[config.mk]
export PLATFORM = sky130hd
export DESIGN_NAME = preadd_b1_stage
export DESIGN_NICKNAME = d
export VERILOG_FILES = /design/src/rtl/preadd_b1_stage_pkg.sv /design/src/rtl/preadd_b1_stage_ce_reg.sv /design/src/rtl/preadd_b1_stage.sv
export SDC_FILE = /design/constraint.sdc
export NUM_CORES = 1
export LEC_CHECK = 0
export CAP_MARGIN = 15
export CORE_MARGIN = 4
export CORE_UTILIZATION = 35
export CTS_CLUSTER_SIZE = 20
export DETAILED_ROUTE_END_ITERATION = 8
export DONT_BUFFER_PORTS = 1
export GPL_TIMING_DRIVEN = 0
export HOLD_SLACK_MARGIN = 0.05
export MAX_ROUTING_LAYER = met4
export PLACE_DENSITY = 0.56
export RECOVER_POWER = 100
export SLEW_MARGIN = 10
export SYNTH_ARGS = -nofsm -noshare
export SYNTH_HDL_FRONTEND = slang
export SYNTH_SLANG_ARGS = --single-unit
[constraint.sdc]
create_clock -name CLK -period 2.65 [get_ports CLK]
set_input_delay 0 -clock CLK [delete_from_list [all_inputs] [get_ports CLK]]
set_output_delay 0 -clock CLK [all_outputs]
set_load 0.02 [all_outputs]
[src/rtl/preadd_b1_stage_pkg.sv]
`default_nettype none
// ============================================================================
// Module      : preadd_b1_stage_pkg
// Description : Shared DSP constants for the pre-adder / B1 pipeline stages:
//               operand and opcode widths, OPMODE bit positions and the
//               modulo-2^18 pre-adder helper.
// Revision    : 1.0 - initial release
// ============================================================================
package preadd_b1_stage_pkg;

    localparam int DSP_W      = 18;  // B / D operand width
    localparam int OPM_W      = 8;   // OPMODE width
    localparam int OPM_SUB    = 6;   // 1 = D - B, 0 = D + B
    localparam int OPM_PREADD = 4;   // 1 = feed pre-adder result into B1

    // Add or subtract at operand width; carry/borrow fall off the top.
    function automatic logic [DSP_W-1:0] preadd_calc(
        input logic [DSP_W-1:0] a,
        input logic [DSP_W-1:0] b,
        input logic             sub
    );
        logic [DSP_W-1:0] res;
        res = sub ? (a - b) : (a + b);
        return res;
    endfunction

endpackage
`default_nettype wire

[src/rtl/preadd_b1_stage_ce_reg.sv]
`default_nettype none
// ============================================================================
// Module      : dsp_ce_reg
// Description : Width-parameterised register with clock enable and
//               asynchronous active-low reset. REG_EN=0 removes the flop and
//               passes i_d straight to o_q.
// Ports       : clk   - rising-edge clock
//               rst_n - asynchronous active-low reset (clears to 0)
//               i_ce  - load enable
//               i_d   - data in
//               o_q   - registered (or bypassed) data out
// Revision    : 1.0 - initial release
// ============================================================================
module dsp_ce_reg #(
    parameter int WIDTH  = 18,
    parameter int REG_EN = 1
) (
    input  logic             clk,
    input  logic             rst_n,
    input  logic             i_ce,
    input  logic [WIDTH-1:0] i_d,
    output logic [WIDTH-1:0] o_q
);

    if (REG_EN != 0) begin : g_reg
        logic [WIDTH-1:0] data_q;
        logic [WIDTH-1:0] data_d;

        always_comb begin
            data_d = data_q;
            if (i_ce) begin
                data_d = i_d;
            end
        end

        always_ff @(posedge clk or negedge rst_n) begin
            if (!rst_n) begin
                data_q <= '0;
            end else begin
                data_q <= data_d;
            end
        end

        assign o_q = data_q;
    end else begin : g_bypass
        assign o_q = i_d;
    end

endmodule
`default_nettype wire

[src/rtl/preadd_b1_stage.sv]
`default_nettype none
// ============================================================================
// Module      : preadd_b1_stage
// Description : Optional D / OPMODE input registers, 18-bit pre-adder
//               (D +/- B) and optional B1 register feeding the multiplier B
//               operand and the B cascade output.
// Ports       : CLK, RSTN           - clock, async active-low reset
//               CED, CEOPMODE, CEB  - enables for the D, OPMODE, B1 registers
//               D, B_mux0           - pre-adder operands
//               OPMODE              - bit 6 subtract, bit 4 pre-adder enable
//               OPMODE_mux          - selected OPMODE for downstream stages
//               B1_mux, BCOUT       - multiplier B operand / cascade copy
// Revision    : 1.0 - initial release
// ============================================================================
module preadd_b1_stage
    import preadd_b1_stage_pkg::*;
#(
    parameter int DREG      = 1,
    parameter int OPMODEREG = 1,
    parameter int B1REG     = 1
) (
    input  logic             CLK,
    input  logic             RSTN,
    input  logic             CED,
    input  logic             CEOPMODE,
    input  logic             CEB,
    input  logic [DSP_W-1:0] D,
    input  logic [DSP_W-1:0] B_mux0,
    input  logic [OPM_W-1:0] OPMODE,
    output logic [OPM_W-1:0] OPMODE_mux,
    output logic [DSP_W-1:0] B1_mux,
    output logic [DSP_W-1:0] BCOUT
);

    logic [DSP_W-1:0] w_d_sel;
    logic [DSP_W-1:0] w_preadd;
    logic [DSP_W-1:0] w_b1_in;

    dsp_ce_reg #(
        .WIDTH  (DSP_W),
        .REG_EN (DREG)
    ) u_d_reg (
        .clk   (CLK),
        .rst_n (RSTN),
        .i_ce  (CED),
        .i_d   (D),
        .o_q   (w_d_sel)
    );

    dsp_ce_reg #(
        .WIDTH  (OPM_W),
        .REG_EN (OPMODEREG)
    ) u_opmode_reg (
        .clk   (CLK),
        .rst_n (RSTN),
        .i_ce  (CEOPMODE),
        .i_d   (OPMODE),
        .o_q   (OPMODE_mux)
    );

    // The current OPMODE_mux steers whatever B1_in is sampled this cycle;
    // the opcode is deliberately not delayed to match the D pipeline.
    always_comb begin
        w_preadd = preadd_calc(w_d_sel, B_mux0, OPMODE_mux[OPM_SUB]);
        w_b1_in  = B_mux0;
        if (OPMODE_mux[OPM_PREADD]) begin
            w_b1_in = w_preadd;
        end
    end

    dsp_ce_reg #(
        .WIDTH  (DSP_W),
        .REG_EN (B1REG)
    ) u_b1_reg (
        .clk   (CLK),
        .rst_n (RSTN),
        .i_ce  (CEB),
        .i_d   (w_b1_in),
        .o_q   (B1_mux)
    );

    assign BCOUT = B1_mux;

endmodule
`default_nettype wire

* Word-level counts from Yosys, hierarchy flattened
Cells that the tools add are included.
Storage, ports and cells: bits in registers 44, logic and storage cells 7, input port bits 49, bits in latches 0, memories 0, RAM bits 0, bits in read-only memories 0
Cells by class: multiply operators 0, add/sub/neg operators 2, equality and inequality tests 0, bitwise logic cells 0, $lt $le $gt $ge 0, reduce and logical (&&, ||, !) cells 0, div/mod/pow operators 0, multiplexer cells 2, shift operators 0
Operators with widths (count):
- $mux W18 | 2
- $add A18 B18 Y18 | 1
- $sub A18 B18 Y18 | 1

* Longest topological paths before layout
Gate-level depths: netlist of the first run.
depth in word-level cells 3, depth in mapped cells 14, mapped depth without buffers 14

* Modules after synthesis
Synthesis of the first run repeated with hierarchy kept, for this count alone.
Second synthesis, totals: cells, all modules 306, area, all modules 3284.4 um^2
Modules (own cells, without submodules):
- preadd_b1_stage | seq. area each 0.0 um^2, cells each 213, instances 1, area each 1508.9 um^2
- dsp_ce_reg (u_b1_reg ...) | seq. area each 450.4 um^2, cells each 38, instances 2, area each 721.9 um^2
- dsp_ce_reg (u_opmode_reg) | seq. area each 200.2 um^2, cells each 17, instances 1, area each 331.6 um^2

* Least setup slack after synthesis of the first run
No wires, ideal clock.
path type register to register, start point register u_opmode_reg.g_reg.data_q[6], in the netlist u_opmode_reg.o_q[6], end point register u_b1_reg.g_reg.data_q[16], in the netlist u_b1_reg.o_q[16], path slack -0.208 ns, clock period less this slack 2.858 ns, library setup time 0.137 ns, arrival time 2.721 ns, buffers on the path 3, stages on the path, launching flop included 14, cells stage by stage dfrtp_1 > clkbuf_1 > clkbuf_1 > a21oi_1 > xnor2_1 > ha_1 > and3_1 > buf_2 > and3b_1 > o311ai_1 > o211ai_1 > xor2_1 > mux2i_1 > a21oi_1
On the way: cells in the longest elaborated chain, start to end 2
RTL lines:
- from (decl) | line preadd_b1_stage_ce_reg.sv:26 | logic [WIDTH-1:0] data_q;
- from (signal assigned) | line preadd_b1_stage_ce_reg.sv:40 | data_q <= data_d;
- $mux W18 | line preadd_b1_stage_pkg.sv:23 | res = sub ? (a - b) : (a + b);
- $mux W18 | line preadd_b1_stage.sv:66 | if (OPMODE_mux[OPM_PREADD]) begin
- to (signal assigned) | line preadd_b1_stage_ce_reg.sv:40
- to (decl) | line preadd_b1_stage_ce_reg.sv:26
No other way between the ends. A chain may end at the register's enable or synchronous reset.

* Worst setup path after layout of the first run
Ends and elaborated chain as after synthesis.

==> flow_metrics.tcl, run 1 <==
set metrics [dict create \
    cp-start-kind "flip-flop" \
    htree_num_levels 2 \
    diodes 0 \
    hold_class "in -> reg" \
    cp_common_cell "clkbuf_16" \
    antenna_found_initial 0 \
    synth_area_leaders "dfrtp_1 35%, mux2_2 9.4%, ha_1 7.2%, a21oi_1 5.3%, xnor2_1 5.1%" \
    track_usage 0.1847 \
    vias 2860 \
    violations "max-capacitance violations, max-slew violations, negative setup slack" \
    slowest_stage "dfrtp_2" \
    critPathMaxFanout 7 \
    reg2reg_slack_ps -190 \
    slew_viol_final 45 \
    dp.cells 437 \
    drtAntennaViolNets 0 \
    die_h_um 102.2 \
    yosysSeqAreaShare 0.3544 \
    total_power_w 0.003018 \
    fill_cells 837 \
    core_um2 8678 \
    fin_crit_ps 2845 \
    fmax_ghz 0.3515 \
    avgSynthCellArea_um2 9.443 \
    leakage_nw 1.838 \
    outcome "finished, violations left" \
    p_per_area_nw_per_um2 687.4 \
    clock_path_buffers 2 \
    clock_latency_ps 300 \
    ys.flop_type "dfrtp_1" \
    max_stage_delay_ps 480 \
    grt_max_degree 45 \
    hold_viol_final 0 \
    clkSlewWorstSetupHoldPaths_ps 90 \
    reg2regPathDepth 12 \
    worstMarginPinSlew_ps 1968 \
    fin_hold_ws_ps 94.70 \
    overflow 0 \
    port_buffers 0 \
    synth.distinct_cells 46 \
    route.detailed.drc 0 \
    drt_pass1_iterations 5 \
    dieArea_um2 10450 \
    netlist_area_um2 3107 \
    clkSinkCount 44 \
    rows 34 \
    cts-buffers-inserted 5 \
    cts_root_buf "clkbuf_8" \
    cp.arrival_ps 3020 \
    cp-end-kind "flip-flop" \
    via_per_inst 5.458 \
    synth-seq-cells 44 \
    dieWidth_um 102.2 \
    async_flop_share 1.000 \
    worst_ir_drop_vdd_uv 303.7 \
    path_cells "clkbuf_16 -> clkbuf_16 -> a21oi_4 -> xnor2_2 -> ha_1 -> a21oi_2 -> and3b_2 -> o311ai_2 -> o211ai_1 -> xor2_1 -> mux2i_1 -> a21oi_1" \
    timing.final.ws_setup_ps -194.8 \
    dp_hpwl_um 6275 \
    totalWireLength_um 9660 \
    initial_core_util 0.3580 \
    drive_gt1_frac 0.2981 \
    grt_pass1_wl_um 14490 \
    finalSetupViolCount 9 \
    yosysWarnings 0 \
    grt_pass1_vias 2878 \
    cap_violations 1 \
    fin_worst_skew_ps 9.735 \
    gp_congestion 0.8242 \
    synth_edf_count 0 \
    fin_nets 483 \
    synth_fp_nets 397 \
    syn_inst 329 \
    post_drt_wl_per_cell_um 18.44 \
    yosys.area.top_type_share 0.3544 \
    required_ps 2820 \
    cts_tree "built" \
    instances_no_fill 524 \
    hold_depth 3 \
    crit_type "reg -> reg" \
    syn_to_final_growth_pct 41.32 \
    relSlewSlack -0.3118 \
    yosys.area.top_type "dfrtp_1" \
    rsz0062_at_grt "yes" \
    ioPinCount 93 \
    fin_crit_sh 1.074 \
    drt_iter0_markers 217 \
]
[final timing paths]
check	start	endpoint
max in group asynchronous	RSTN	u_opmode_reg.o_q[6]$_DFFE_PN0P_
min in group asynchronous	RSTN	u_d_reg.o_q[14]$_DFFE_PN0P_
min reg2reg	u_d_reg.o_q[12]$_DFFE_PN0P_	u_d_reg.o_q[12]$_DFFE_PN0P_
min	CEOPMODE	u_opmode_reg.o_q[4]$_DFFE_PN0P_
max	u_opmode_reg.o_q[6]$_DFFE_PN0P_	u_b1_reg.o_q[16]$_DFFE_PN0P_
max reg2reg	u_opmode_reg.o_q[6]$_DFFE_PN0P_	u_b1_reg.o_q[16]$_DFFE_PN0P_
[logic make-up (layout without fill, tap and decap cells)]
kind of cell / count (synthesis) / after routing / share of synthesized area
simple gates: 78 / 78 / 0.1220
compound gates: 77 / 77 / 0.1530
buf+inv: 45 / 132 / 0.07773
flops: 44 / 44 / 0.3544
mux: 37 / 37 / 0.1297
xor+xnor: 29 / 29 / 0.08417
fa+ha+maj: 19 / 19 / 0.07894
[placed cells by master, fill, tap and decap left out, drive strengths merged, types with 6 or more instances in the layout]
cell type / instances
nand2: 11
dlygate4sd3: 47
clkbuf: 31
ha: 18
xor2: 10
inv: 11
buf: 38
o21ai: 15
nor2: 33
mux2i: 11
dfrtp: 44
a21oi: 34
nor3: 6
mux2: 26
xnor2: 19
[metrics by stage]
step           worst slack [ps]  utilization  setup TNS [ps]  area (µm²)
3_5_place_dp             -504.1       0.3750           -3959        3254
3_3_place_gp             -490.6       0.3750           -3808        3254
2_1_floorplan            0.8322            -               0        3119
4_1_cts                  -133.5       0.4934          -628.1        4282
6_report                 -194.8       0.5059          -999.5        4390
5_1_grt                  -311.5       0.5059           -2200        4390
[critical path, delay by kind of cell (launching register included)]
| kind | cells | cell delay (ps) |
|---|---|---|
| AO/OA/AOI/OAI | 5 | 840 |
| multiplexers | 1 | 190 |
| XOR/XNOR | 2 | 290 |
| AND/OR/NAND/NOR | 1 | 260 |
| adder cells (fa/ha/maj) | 1 | 290 |
| flip-flops | 1 | 480 |
| buffers and inverters | 2 | 360 |
[registers in the layout, summed over array words and instances (netlist names)]
| signal | cells |
|---|---|
| u_b1_reg.o_q | 18 |
| u_d_reg.o_q | 18 |
| u_opmode_reg.o_q | 8 |
[metal layers]
metal | GRT usage | share of wire
met5 | - | 0
met1 | 0.2354 | 0.43
met3 | 0.04164 | 0.080
met2 | 0.2989 | 0.47
met4 | 0.04541 | 0.017
[Yosys cell counts (all sizes together) (3+ instances only)]
| cell type | instances |
|---|---|
| inv | 11 |
| and3 | 4 |
| nor4 | 4 |
| o21ai | 15 |
| clkbuf | 8 |
| a21oi | 34 |
| a21o | 4 |
| a31oi | 5 |
| xor2 | 10 |
| nor2b | 4 |
| o211ai | 4 |
| dfrtp | 44 |
| nand4 | 3 |
| nand3 | 5 |
| nor2 | 33 |
| o221ai | 4 |
| nand2 | 11 |
| buf | 25 |
| mux2i | 11 |
| xnor2 | 19 |
| mux2 | 26 |
| nor3 | 6 |
| nand2b | 3 |
| ha | 18 |
| a211oi | 4 |
[power by group]
part	total, W	internal [W]	switching, W	leakage [nW]
clock network	0.000719	0.000472	0.000247	0.0784
registers	0.000961	0.000774	0.000187	0.510
logic	0.00134	0.000635	0.000703	1.25
[area by class of cell]
class	count	area, µm²	share of cell area
clock buffers	5	68.82	0.01567
repair buffers	82	755.7	0.1721
plain buffers	30	163.9	0.03733
well taps	108	135.1	0.03078
flip-flops and latches	44	1102	0.2511
multi-input cells	240	2029	0.4622
clock inverters	3	90.09	0.02052
inverters	12	45.04	0.01026
[repair_timing]
item	4_1_cts	5_1_grt
hold buffers	48	0
pin swaps	28	28
setup endpoints to repair	13	13
setup buffers	24	9
cloned	1	0
gates resized for setup	43	29
endpoints found under the hold margin	88	0
No activity file was read; power rests on OpenSTA's default activity.
==> run 2, diff against run 1 <==
- ABC_AREA: not set -> 1
==> run 2 against run 1 <==
  * Core utilization decreased by 6.9 points
  * Largest power group unchanged
  * Worst setup slack improved by 390 ps
  * Sequential share of layout area increased by 2.2 points
  * Wire length decreased by 7.4%
  * Flip-flop and latch count unchanged
  * The flow finishes with violations (max-capacitance violations, max-slew violations)
  * Cell area decreased by 8.0%
  * Non-clock buffer count decreased by 37
  * Register-to-register slack improved by 390 ps
==> flow_metrics.tcl, run 2 <==
set metrics [dict create \
    synthTopCellsByCount "107 x nand2_1, 44 x dfrtp_1, 40 x inv_1" \
    dieArea_um2 11100 \
    hold_class "in -> reg" \
    drive_gt1_frac 0.1478 \
    relSlewSlack -0.2841 \
    tns_ps 0 \
    syn_to_final_growth_pct 21.72 \
    gp_congestion 0.8337 \
    netlist_area_um2 3318 \
    track_usage 0.1655 \
    port_buffers 0 \
    leakage_nw 1.926 \
    fin_crit_sh 0.9277 \
    synth_area_leaders "dfrtp_1 33%, nand2_1 12%, mux2_2 7.8%, ha_1 6.8%, xor2_1 5.8%" \
    clkSlewWorstSetupHoldPaths_ps 90 \
    hold_viol_final 0 \
    yosysWarnings 0 \
    drt_iter0_markers 87 \
    initial_core_util 0.3591 \
    finalSetupViolCount 0 \
    dp.cells 562 \
    antenna_found_initial 0 \
    crit_type "reg -> reg" \
    avgSynthCellArea_um2 7.663 \
    final_cell_area_um2 4039 \
    dieWidth_um 105.4 \
    grt_pass1_vias 2876 \
    yosys.area.top_type_share 0.3318 \
    cts_root_buf "clkbuf_8" \
    cts-buffers-inserted 5 \
    ys.flop_type "dfrtp_1" \
    slew_viol_final 45 \
    htree_num_levels 2 \
    synth_fp_nets 501 \
    final_common_cell "nand2_1" \
    via_per_inst 4.791 \
    drtAntennaViolNets 0 \
    yosysMostFrequentCell "nand2_1" \
    clkSinkCount 44 \
    totalWireLength_um 8948 \
    wl_met2_um 4293 \
    critPathMaxFanout 5 \
    yosysSeqAreaShare 0.3318 \
    drt_pass1_iterations 4 \
    synth_edf_count 0 \
    syn_inst 433 \
    outcome "finished, violations left" \
    diodes 0 \
    dp_hpwl_um 7019 \
    met3_wirelength_um 455 \
    required_ps 2850 \
    yosys.area.top_type "dfrtp_1" \
    cp.arrival_ps 2660 \
    worst_ir_drop_vdd_uv 220.3 \
    core_um2 9240 \
    wl_met1_um 4105 \
    fin_hold_ws_ps 53.08 \
    cp-start-kind "flip-flop" \
    synth.distinct_cells 31 \
    cts_tree "built" \
    fin_worst_skew_ps 3.864 \
    worstMarginPinSlew_ps 1923 \
    fin_crit_ps 2458 \
    ioPinCount 93 \
    die_h_um 105.4 \
    reg2regPathDepth 18 \
    placed_area_um2 3480 \
    instances_no_fill 616 \
    fin_nets 554 \
    cap_violations 1 \
    fmax_ghz 0.4068 \
    overflow 0 \
    layout_common_cells "108 x nand2_1, 43 x dfrtp_1, 42 x dlygate4sd3_1, 40 x inv_1, 32 x nor2_1" \
    vias 2951 \
    route.detailed.drc 0 \
    post_drt_wl_per_cell_um 14.53 \
    synth-seq-cells 44 \
    hold_depth 4 \
    p_per_area_nw_per_um2 576.8 \
    rows 35 \
    grt_pass1_wl_um 14300 \
    cp-end-kind "flip-flop" \
    fin_util 0.4371 \
    maxUsedRoutingLayer "met4" \
    async_flop_share 1.000 \
    violations "max-capacitance violations, max-slew violations" \
    clock_path_buffers 2 \
    grt_max_degree 45 \
    clock_latency_ps 300 \
]
==> run 2: cell families after synthesis <==
group           after synthesis  share of synthesized area
simple gates                184                     0.2387
buf+inv                      73                     0.1056
compound gates               67                     0.1112
flops                        44                     0.3318
xor+xnor                     23                    0.06071
mux                          23                    0.07805
fa+ha+maj                    19                    0.07391
==> run 2: path summary, 6_finish.rpt <==
| path | endpoint | slack (ps) | from |
|---|---|---|---|
| max in group asynchronous | u_opmode_reg.o_q[6]$_DFFE_PN0P_ | 600 | RSTN |
| worst min register to register | u_d_reg.o_q[12]$_DFFE_PN0P_ | 530 | u_d_reg.o_q[12]$_DFFE_PN0P_ |
| worst max-delay path | u_b1_reg.o_q[17]$_DFFE_PN0P_ | 190 | u_opmode_reg.o_q[6]$_DFFE_PN0P_ |
| worst max register to register | u_b1_reg.o_q[17]$_DFFE_PN0P_ | 190 | u_opmode_reg.o_q[6]$_DFFE_PN0P_ |
| worst min-delay path | u_b1_reg.o_q[6]$_DFFE_PN0P_ | 50 | B_mux0[6] |
| min in group asynchronous | u_b1_reg.o_q[13]$_DFFE_PN0P_ | 800 | RSTN |
==> run 2: metrics by stage <==
step / total power, W / setup slack (ps)
global placement: 0.001814 / -17.60
finish: 0.002330 / 191.5
global route: 0.002512 / -1.414
floorplan: 0.001652 / 335.4
CTS: 0.002350 / 14.30
detailed placement: 0.001828 / -26.96
==> run 2: where the power goes <==
part | total [W] | leakage, nW | internal, W | switching (W)
clock | 0.000449 | 0.0510 | 0.000208 | 0.000240
sequential | 0.000926 | 0.520 | 0.000761 | 0.000164
combinational | 0.000955 | 1.35 | 0.000375 | 0.000580
==> run 2: layout make-up <==
type	count	area, µm²
Fill cell	974	5201
Multi-Input combinational cell	316	1937
Sequential cell	44	1102
Timing Repair Buffer	46	455.4
Inverter	44	167.7
Tap cell	129	161.4
Buffer	29	122.6
Clock buffer	6	82.58
Clock inverter	2	10.01
==> run 2: what timing repair did <==
| item | CTS | global route |
|---|---|---|
| resized for setup | 1 | 24 |
| pin swaps | 0 | 4 |
| endpoints found under the hold margin | 84 | 0 |
| hold buffers | 43 | 0 |
| buffers inserted | 0 | 3 |
| endpoints found under the setup margin | 4 | 11 |
==> run 2: worst max-delay path: stages (launching register included) <==
cell     delay, ps
dfrtp_2        470
nor2_2          90
nor2_4         160
o21ai_4         90
nor2_4         140
nand2_1         80
xor2_1         140
inv_1           80
ha_4           290
nand2_1        100
nor2_2         140
and2_4         170
nand4_2         80
inv_1           70
nor2_1          40
nand2_1         50
nand3_1         60
nand2_1         60
nand2_1         50
==> run 2: per-layer routing <==
layer / up-vias / GRT usage
li1: 1496 / -
met1: 1372 / 0.2129
met2: 76 / 0.2719
met3: 7 / 0.02817
met4: 0 / 0.04030
met5: - / -
==> run 3, diff against run 2 <==
- CORE_UTILIZATION: 35 -> 55
- MAX_ROUTING_LAYER: met4 -> not set
- PLACE_DENSITY: 0.56 -> 0.78
- SYNTH_HIERARCHICAL: not set -> 1
==> run 3 against run 2 <==
  * The flow finishes with violations (max-capacitance violations, max-slew violations, negative setup slack)
  * Non-clock buffer count rose by 47
  * Clock-buffer cell count fell by 1
  * Clock power rose by 25%
  * Flip-flop and latch count did not move
  * Hold slack improved by 84 ps
  * Combinational power rose by 34%
  * Cell area rose by 22%
  * Wire length rose by 42%
  * Clock skew rose by 16 ps
==> flow_metrics.tcl, run 3 <==
set metrics [dict create \
    worstMarginPinSlew_ps 2019 \
    busiest_layer "met2" \
    clkSlewWorstSetupHoldPaths_ps 110 \
    cp.arrival_ps 3060 \
    synth_fp_nets 570 \
    crit_type "reg -> reg" \
    diodes 0 \
    dieWidth_um 87.44 \
    cp-end-kind "flip-flop" \
    syn_to_final_growth_pct 42.32 \
    yosys.area.top_type_share 0.3172 \
    placed_area_um2 3565 \
    gp_congestion 0.9336 \
    grt_max_degree 45 \
    via_per_inst 5.737 \
    avgSynthCellArea_um2 6.914 \
    syn_inst 502 \
    fin_nets 670 \
    critPathMaxFanout 8 \
    vias 3890 \
    synth_edf_count 0 \
    overflow 0 \
    drt_iter0_markers 312 \
    final_common_cell "nand2_1" \
    route.detailed.drc 0 \
    die_h_um 87.44 \
    clock_latency_ps 320 \
    fin_crit_ps 2850 \
    violations "max-capacitance violations, max-slew violations, negative setup slack" \
    synth.distinct_cells 40 \
    track_usage 0.3134 \
    port_buffers 0 \
    clock_path_buffers 2 \
    yosysSeqAreaShare 0.3172 \
    cts_root_buf "clkbuf_8" \
    outcome "finished, violations left" \
    synth-seq-cells 44 \
    ys.flop_type "dfrtp_1" \
    clkSinkCount 44 \
    netlist_area_um2 3471 \
    dp_hpwl_um 6751 \
    detailedPlace.worstSlack_ps -319.7 \
    post_drt_wl_per_cell_um 18.77 \
    hold_class "in -> reg" \
    fin_crit_sh 1.075 \
    htree_num_levels 2 \
    worst_ir_drop_vdd_uv 331.9 \
    cp-start-kind "flip-flop" \
    yosysWarnings 6 \
    leakage_nw 2.492 \
    relSlewSlack -0.3463 \
    fmax_ghz 0.3509 \
    rsz0062_at_grt "yes" \
    synthTopCellsByCount "216 x nand2_1, 47 x inv_1, 44 x dfrtp_1" \
    fin_worst_skew_ps 20.17 \
    drive_gt1_frac 0.2222 \
    final_cell_area_um2 4940 \
    synth_area_leaders "dfrtp_1 32%, nand2_1 23%, ha_1 6.5%, inv_1 5.1%, buf_4 4.3%" \
    grt_pass1_wl_um 18310 \
    core_um2 6026 \
    grt_pass1_vias 3754 \
    drtAntennaViolNets 0 \
    p_per_area_nw_per_um2 559.8 \
    cts-buffers-inserted 5 \
    initial_core_util 0.5760 \
    finalSetupViolCount 11 \
    cts_tree "built" \
    dp.cells 577 \
    ioPinCount 93 \
    fill_cells 343 \
    layout_common_cells "199 x nand2_1, 77 x dlygate4sd3_1, 45 x inv_1, 43 x dfrtp_1, 34 x buf_4" \
    totalWireLength_um 12730 \
    antenna_found_initial 0 \
    rows 28 \
    use_met3 0.05109 \
    drt_pass1_iterations 5 \
    slew_viol_final 45 \
    required_ps 2860 \
    use_met1 0.3713 \
    dieArea_um2 7646 \
    use_met2 0.5479 \
    hold_viol_final 0 \
    instances_no_fill 678 \
    total_power_w 0.002765 \
    yosys.area.top_type "dfrtp_1" \
    async_flop_share 1.000 \
    cap_violations 1 \
    timing.final.ws_setup_ps -199.8 \
    yosysMostFrequentCell "nand2_1" \
]
-- run 3: cell families after synthesis --
logic type / after synthesis / synth area share
AO/OA/AOI/OAI: 50 / 0.08904
XOR/XNOR: 21 / 0.05299
adder cells (fa/ha/maj): 19 / 0.07066
buffers and inverters: 81 / 0.1290
flip-flops: 44 / 0.3172
AND/OR/NAND/NOR: 287 / 0.3410
-- run 3: timing repair --
item / 4_1_cts / 5_1_grt
setup buffers: 8 / 7
pin swaps: 11 / 35
endpoints found under the hold margin: 87 / 0
setup endpoints to repair: 11 / 14
resized for setup: 23 / 60
hold buffers: 78 / 0
-- run 3: final cells by class --
type | instances | area (µm²) | share of cell area
Multi-Input combinational cell | 377 | 2278 | 0.4612
Tap cell | 75 | 93.84 | 0.01900
Timing Repair Buffer | 93 | 893.4 | 0.1809
Sequential cell | 44 | 1102 | 0.2232
Clock buffer | 5 | 68.82 | 0.01393
Inverter | 52 | 210.2 | 0.04255
Clock inverter | 3 | 46.29 | 0.009372
Buffer | 29 | 246.5 | 0.04990
-- run 3: where the power goes --
| part | switching [W] | internal (W) | leakage [nW] |
|---|---|---|---|
| Sequential | 0.000169 | 0.000755 | 0.537 |
| Combinational | 0.000725 | 0.000557 | 1.90 |
| Clock | 0.000275 | 0.000285 | 0.0548 |
| Total | 0.00117 | 0.00160 | 2.49 |
-- run 3: through the flow --
| stage | hold WS (ps) | setup TNS [ps] | util |
|---|---|---|---|
| 2_1_floorplan | -295.6 | 0 | - |
| 5_1_grt | 126.4 | -2331 | 0.8198 |
| 6_report | 137.4 | -850.3 | 0.8198 |
| 3_3_place_gp | -294.4 | -1729 | 0.5916 |
| 4_1_cts | 56.79 | -115.1 | 0.7691 |
| 3_5_place_dp | -294.0 | -1910 | 0.5916 |
-- run 3: metal layers --
layer / wire length, µm / share of wire / up-vias
met5: 0 / 0 / -
met1: 4430 / 0.35 / 1785
met3: 1237 / 0.097 / 85
met4: 797 / 0.063 / 0
li1: - / - / 1746
met2: 6260 / 0.49 / 274
-- run 3: critical path: stages (launching register included) --
cell and delay [ps]:
dfrtp_2 550, inv_2 100, buf_12 160, o21ai_4 90, nand4_4 200, nor2_4 180, o21ai_2 80, xor2_1 180
ha_1 350, a21oi_2 150, a21boi_2 180, nand2_2 90, a21oi_2 110, nand2_1 60, nand3_1 80, nand2_1 70
nand2_1 60, nand2_1 50
-- run 3: path summary, 6_finish.rpt --
check	start	endpoint	slack, ps	cells past startpoint
max	u_opmode_reg/o_q[6]$_DFFE_PN0P_	u_b1_reg/o_q[17]$_DFFE_PN0P_	-200	17
min	B_mux0[4]	u_b1_reg/o_q[4]$_DFFE_PN0P_	140	4
max reg2reg	u_opmode_reg/o_q[6]$_DFFE_PN0P_	u_b1_reg/o_q[17]$_DFFE_PN0P_	-200	17
min reg2reg	u_d_reg/o_q[12]$_DFFE_PN0P_	u_d_reg/o_q[12]$_DFFE_PN0P_	540	2
max in group asynchronous	RSTN	u_opmode_reg/o_q[6]$_DFFE_PN0P_	400	2
min in group asynchronous	RSTN	u_b1_reg/o_q[13]$_DFFE_PN0P_	960	2
